File: config.mk
export PLATFORM = sky130hd
export DESIGN_NAME = regfile_mp
export DESIGN_NICKNAME = d
export VERILOG_FILES = /design/src/rtl/regfile_mp.sv
export SDC_FILE = /design/constraint.sdc
export NUM_CORES = 2
export LEC_CHECK = 0
export CORE_MARGIN = 4
export CORE_UTILIZATION = 45
export DETAILED_ROUTE_END_ITERATION = 12
export PLACE_DENSITY_LB_ADDON = 0.25
export SETUP_SLACK_MARGIN = 0.4
export SLEW_MARGIN = 20
export SYNTH_ARGS = -nofsm -noshare
export SYNTH_HDL_FRONTEND = slang
export SYNTH_SLANG_ARGS = --single-unit
File: constraint.sdc
create_clock -name clk -period 6.2 [get_ports clk]
set_input_delay 1.55 -clock clk [delete_from_list [all_inputs] [get_ports clk]]
set_output_delay 1.55 -clock clk [all_outputs]
set_load 0.01 [all_outputs]
File: src/rtl/regfile_mp.sv
// regfile_mp: multi-port register file, two prioritised write ports,
// optional zero entry, write bypass and registered reads; self-clears after reset.
//
// Ports:
//   clk, rst          clock; synchronous active-low reset
//   we0/waddr0/wdata0 write port 0
//   we1/waddr1/wdata1 write port 1 (wins over port 0 on equal address)
//   raddr             NRP packed read addresses, lane k at [k*AW +: AW]
//   rdata             NRP packed read data, lane k at [k*W +: W]
//   ready             high once the array has been cleared
//   wr_conflict       pulse: both ports hit the same address last cycle

module regfile_mp #(
  parameter int W        = 32,
  parameter int DEPTH    = 32,
  parameter int NRP      = 2,
  parameter int ZERO_REG = 1,
  parameter int BYPASS   = 1,
  parameter int REG_RD   = 0,
  localparam int AW      = $clog2(DEPTH)
) (
  input  logic              clk,
  input  logic              rst,
  input  logic              we0,
  input  logic [AW-1:0]     waddr0,
  input  logic [W-1:0]      wdata0,
  input  logic              we1,
  input  logic [AW-1:0]     waddr1,
  input  logic [W-1:0]      wdata1,
  input  logic [NRP*AW-1:0] raddr,
  output logic [NRP*W-1:0]  rdata,
  output logic              ready,
  output logic              wr_conflict
);

  typedef enum logic {
    CLEAR = 1'b0,
    RUN   = 1'b1
  } state_t;

  state_t state_q;
  state_t state_d;

  logic [AW-1:0] ptr_q;
  logic [AW-1:0] ptr_d;
  logic [AW-1:0] ptr_rst;

  logic          run;
  logic          zero0;
  logic          zero1;
  logic          same;
  logic          wr0;
  logic          wr1;
  logic          conf_q;
  logic          conf_d;

  logic [W-1:0]  mem [DEPTH];

  logic [NRP*W-1:0] rval;

  // Entry 0 is never written when hardwired, so the sweep skips it.
  assign ptr_rst = (ZERO_REG != 0) ? AW'(1) : '0;

  assign run   = (state_q == RUN);
  assign ready = run;

  assign zero0 = (ZERO_REG != 0) && (waddr0 == '0);
  assign zero1 = (ZERO_REG != 0) && (waddr1 == '0);
  assign same  = (waddr0 == waddr1);

  // Port 0 is suppressed on a collision so port 1 wins outright.
  assign wr0 = run && we0 && !zero0 && !(we1 && same);
  assign wr1 = run && we1 && !zero1;

  assign conf_d = run && we0 && we1 && same && !zero1;

  always_comb begin
    state_d = state_q;
    ptr_d   = ptr_q;
    unique case (state_q)
      CLEAR: begin
        ptr_d = ptr_q + AW'(1);
        if (ptr_q == AW'(DEPTH - 1)) begin
          state_d = RUN;
        end
      end
      RUN: begin
        ptr_d = ptr_q;
      end
      default: begin
        state_d = CLEAR;
        ptr_d   = ptr_rst;
      end
    endcase
  end

  always_ff @(posedge clk) begin
    if (!rst) begin
      state_q <= CLEAR;
      ptr_q   <= ptr_rst;
      conf_q  <= 1'b0;
    end else begin
      state_q <= state_d;
      ptr_q   <= ptr_d;
      conf_q  <= conf_d;
    end
  end

  assign wr_conflict = conf_q;

  // Storage carries no reset; the clear sweep initialises it.
  always_ff @(posedge clk) begin
    if (rst) begin
      if (!run) begin
        mem[ptr_q] <= '0;
      end else begin
        if (wr0) begin
          mem[waddr0] <= wdata0;
        end
        if (wr1) begin
          mem[waddr1] <= wdata1;
        end
      end
    end
  end

  for (genvar k = 0; k < NRP; k++) begin : g_rd
    logic [AW-1:0] ra;
    logic [W-1:0]  v;
    logic          hit0;
    logic          hit1;

    assign ra   = raddr[k*AW +: AW];
    assign hit0 = (BYPASS != 0) && we0 && (waddr0 == ra);
    assign hit1 = (BYPASS != 0) && we1 && (waddr1 == ra);

    // Later assignments win: zero/clear masking beats port 1 beats port 0.
    always_comb begin
      v = mem[ra];
      if (hit0) begin
        v = wdata0;
      end
      if (hit1) begin
        v = wdata1;
      end
      if (!run || ((ZERO_REG != 0) && (ra == '0))) begin
        v = '0;
      end
    end

    assign rval[k*W +: W] = v;
  end

  if (REG_RD != 0) begin : g_reg
    logic [NRP*W-1:0] rq;

    // rval is already zero while clearing, so no extra gating here.
    always_ff @(posedge clk) begin
      if (!rst) begin
        rq <= '0;
      end else begin
        rq <= rval;
      end
    end

    assign rdata = rq;
  end else begin : g_comb
    assign rdata = rval;
  end

endmodule

* Yosys cells after proc, flatten, opt, wreduce, memory -nomap -nowiden
Memories as Yosys holds them, arrays and structs flattened. Index checks and enable logic that the tools add are counted.
Operators by class: add/subtract/negate cells 1, equal/unequal tests 6, muxes and demuxes 23, reductions and logical operators 24
Operators by type and width (number):
- $mux 32 | 7
- $reduce_or 32->1 | 1
- $eq 5x5->1 | 5
- $logic_not 5->1 | 4
- $mux 1 | 14
- $logic_and 1x1->1 | 13
- $mux 5 | 2
- $add 5x1->5 const B | 1
- $eq 5x5->1 const B | 1
- $logic_not 1->1 | 4
- $logic_or 1x1->1 | 2
Word-level totals: register bits after elaboration 7, memory bits (writable) 1024, input port bits 88, logic and storage cells 58, memories 1
Memories:
- mem | depth 32, width 32, read ports 2, clocked after memory_dff 0, write ports 2, line 57 | logic [W-1:0] mem [DEPTH];

* Depth between registers and ports, before layout
depth after elaboration 10, gate-level depth with buffers 11, mapped depth without buffers 6

* Worst setup path after synthesis
No wires, ideal clock.
path kind input port to flip-flop, start point input port waddr1[0], end point memory mem[11][0] (enable), setup time 433 ps, data arrival time 4713 ps, required time 5767 ps, slack 1054 ps, stages on the path 8, buffers on the path 2, cell sequence clkbuf_1 xor2_1 nor4_1 nand3_1 o311a_1 buf_2 o41a_1 o22ai_1
RTL lines:
- from (decl) | line 28 | input logic [AW-1:0] waddr1,
- to (decl) | line 57

* Worst setup path after layout
start point input port waddr0[2], end point output port rdata[49]
Between the ends: word-level cells in the longest chain between the ends 5
Ends and longest elaborated chain:
- from (decl) | line 25 | input logic [AW-1:0] waddr0,
- $eq 5x5->1 | line 134 | assign hit0 = (BYPASS != 0) && we0 && (waddr0 == ra);
- $logic_and 1x1->1 | line 134
- $mux 32 | line 140 | if (hit0) begin
- $mux 32 | line 143 | if (hit1) begin
- $mux 32 | line 146 | if (!run || ((ZERO_REG != 0) && (ra == '0))) begin
- to (decl) | line 31 | output logic [NRP*W-1:0] rdata,
Every way passes these cells.

==> results.md <==
- The total nets after synthesis is 4880.
- In this run the clock root is driven by a clkbuf_16.
- The max-capacitance violation count is 0.
- The number of hold-repair buffers added at the cts stage is 0.
- IR analysis of the VDD net gives a maximum drop of 0.237 mV.
- The startpoint of the most critical setup path is waddr0[2].
- The number of cells on the worst reg-to-reg path is 5.
- Before CTS, the worst setup slack after placement is 0.0443 ns.
- The detailed router finished its first iteration with 6821 violations.
- The width of the chip is 372 um.
- The mapped netlist covers 0.0595 sq mm.
- From synthesis to final layout, the design area changed by 14.3%.
- The first-pass GRT wire length is 305 mm.
- Including well taps, the total number of placed cells is 6327.
- The worst hold margin is 0.555 ns.
- Of all flip-flops after synthesis, the portion carrying an async set or reset was 0%.
- Cells with a size suffix above 1 make up 23.4% of the layout.
- The number of global-route vias before repair is 42000.
- The first detailed-routing pass ran for 8 iterations.
- The worst setup path is captured at a primary output.
- The number of buffers inserted by port buffering is 153.
- The sequential fraction of the synthesis area is 51.9%.
- The count of warnings emitted by yosys is 0.
- Summing all non-filler instances in the final layout gives an area of 0.0681 sq mm.
- The shortest period the worst path allows is 5.75 ns.
- The number of distinct standard cells referenced by the synthesized netlist is 55.
- The maximum buffer depth of the clock tree is 3.
- Clock tree synthesis inserted a total of 112 buffers.
- The clock latency reported for the late side of the worst-skew pair is 0.71 ns.
- Data on the critical path is required at its endpoint by 4.65 ns.
- The floorplan die height is 372 um.
- For the pin with the worst max-slew slack, the measured transition is 1.17 ns.
- In this run the static leakage power is 22.2 nW.
- Routability-driven placement finished with a final weighted congestion of 0.864.
- The critical path in this run is classified as in2out.
- The detailed placer's ending HPWL is 126 mm.
- The number of standard-cell rows in the floorplan is 133.
- The placed instance area is 0.0640 sq mm.
- After technology mapping, the gate count stands at 4790.
- The initial utilization of the core area, before any placement, comes to 45.3%.
- The flow ran to the end, and the final reports show no timing, DRC or antenna violations.
- The total wire length is 216 mm.
- In the post-route analysis, the smallest setup slack over all paths is 0.446 ns.
- Setup repair after global routing could not meet its margin everywhere.
- The setup total negative slack is 0 ns.
- After global routing the overflow that remains totals 0.
- In this run the mean area of a mapped cell was 12.4 sq um.
- The synthesized design devotes to its leading area cell type 51.6% of total area.
- Summing internal, switching and leakage power gives 15.9 mW.
- Entering global routing, the biggest net connects 65 pins.
- The number of antenna violations at the first check in global routing is 3.
- The final number of max-transition violations was 0.
- The via total after detailed routing is 43600.
- The worst path uses 92.8% of the clock period.
- For this run, the post-layout net count is 4786.
- The startpoint of the worst register-to-register path is ready.
- For this run, the share of the core covered by cells in the final layout is 51.8%.
- After detailed routing, the number of remaining DRC violations is 0.
- For this run, the leading register cell type out of synthesis is edfxtp_1.
- The register bit count reported by yosys is 1031.
- The number of nets with antenna violations after detailed routing is 0.
- The number of top-level design ports is 154.
- The clock tree from TritonCTS is built.
- The startpoint identified for the worst hold timing path is ptr_q[0].
- The non-filler instance count after layout is 6552.
- The min-delay analysis places its worst path in the category reg2reg.
- Setup violations remaining at the end of the flow were counted as 0.
- Of all cell types, the one taking the most synthesized area is edfxtp_1.
- STA classifies the critical path startpoint as a primary input.
- The placeable core area is 0.131 sq mm.
- The critical path arrival is 4.20 ns.
- The clock arrives with 0.0242 ns of skew.
- The number of sinks driven by the clock tree is 1031.
- Clock-pin slew was measured on the worst setup and hold paths at 0.05 ns.
- The count of final hold-check violations came to 0.
- The per-cell routed wire length is 33.0 um.
- The worst pin sits at a relative slew slack of 20.0%.
- The global routing usage summed across all routing layers is 30.9%.
- The die covers 0.138 sq mm.
- The maximum level of the CTS H-tree is 3.
- The largest fanout of any net on the critical path is 32.
- By area the synthesized netlist is led by edfxtp_1, mux4_2, o21ai_0.
- The fmax is 0.174 GHz.
- The worst hold path stage count is 2.
- The power density over the cells is 233 mW/mm^2.
- The ratio of routed vias to standard cells is 6.65.
- Yosys mapped a number of flops with a built-in enable equal to 1024.
## cells in the mapped netlist, drive strengths merged, types with 2 or more instances
cell         instances
nand2             1137
edfxtp            1024
o21ai              995
mux4               630
clkbuf             496
buf                118
inv                 69
nor2                46
a22oi               32
a222oi              31
o221ai              31
o22ai               31
mux2i               18
nand3               16
xor2                16
nor2b               12
xnor2               11
dfxtp                7
and3                 6
nand4                6
a21oi                5
and2                 4
mux2                 4
nor3                 4
nor4                 4
or3                  4
nand2b               3
nand3b               3
o21a                 3
a2111oi              2
dlygate4sd1          2
ha                   2
nor3b                2
o41a                 2
## placed cells by master (no fill, tap or decap), drive strengths merged, types with 6 or more instances in the layout
cell type | synthesis | routed
nand2 | 1137 | 1137
edfxtp | 1024 | 1024
o21ai | 995 | 995
mux4 | 630 | 630
buf | 118 | 257
clkbuf | 496 | 146
clkdlybuf4s50 | 0 | 139
inv | 69 | 72
clkinv | 0 | 48
nor2 | 46 | 46
a22oi | 32 | 32
o221ai | 31 | 31
a222oi | 31 | 31
o22ai | 31 | 31
mux2i | 18 | 18
xor2 | 16 | 16
nand3 | 16 | 16
bufinv | 0 | 15
nor2b | 12 | 12
xnor2 | 11 | 11
dfxtp | 7 | 7
nand4 | 6 | 6
and3 | 6 | 6
## cells by family after synthesis
| family | Yosys count | share of synthesized area [%] |
|---|---|---|
| AOI/OAI and AO/OA | 1144 | 10.4 |
| xor gates and xnor gates | 27 | 0.397 |
| adders and majority gates | 2 | 0.0420 |
| buffers and inverters | 685 | 4.82 |
| DFF | 1031 | 51.9 |
| muxes | 652 | 24.4 |
| and+or+nand+nor | 1249 | 8.13 |
## final timing paths
kind / endpoint / slack (ns)
max: rdata[49] / 0.45
min: ptr_q[0] / 0.55
max reg2reg: mem[23][17] / 2.59
min reg2reg: ptr_q[0] / 0.55
## power by group
| part | switching [mW] | leakage, nW | total, mW | internal (mW) |
|---|---|---|---|---|
| sequential | 0.0291 | 9.98 | 7.65 | 7.62 |
| combinational | 0.707 | 10.4 | 1.27 | 0.560 |
| clock | 2.96 | 1.81 | 6.95 | 3.99 |
## layer usage
metal  track usage [%]  vias up  wire length [um]
met2              49.6     3120            102000
met4              13.9        2             11100
met1              40.7    21800             76400
met5                 0        -                14
met3              6.79      594             26300
li1                  -    18100                 -
## worst max-delay path, stage by stage
cell and delay [ns]:
clkdlybuf4s50_1 0.50, buf_4 0.17, xor2_1 0.20, nor4_2 0.07, and3_4 0.19, nor3b_2 0.26
buf_12 0.34, a222oi_1 0.15, nand2_1 0.15, clkdlybuf4s50_1 0.55
## sequential cells by signal, summed over array words and instances (netlist names)
name and count:
mem 1024, ptr_q 5, wr_conflict 1, ready 1
## final cells by class
type / count / area, sq um
Sequential cell: 1031 / 30900
Timing Repair Buffer: 408 / 4450
Clock buffer: 140 / 2950
Antenna cell: 5 / 12.5
Clock inverter: 70 / 771
Tap cell: 1755 / 2200
Multi-Input combinational cell: 3074 / 26500
Inverter: 69 / 259
Fill cell: 11000 / 63400
## repair_timing
item,4_1_cts,5_1_grt
setup buffers,2,2
gates cloned,1,5
pin swaps,6,9
endpoints found under the setup margin,30,58
gates resized for setup,10,18
Power figures use the tool's default switching activity.
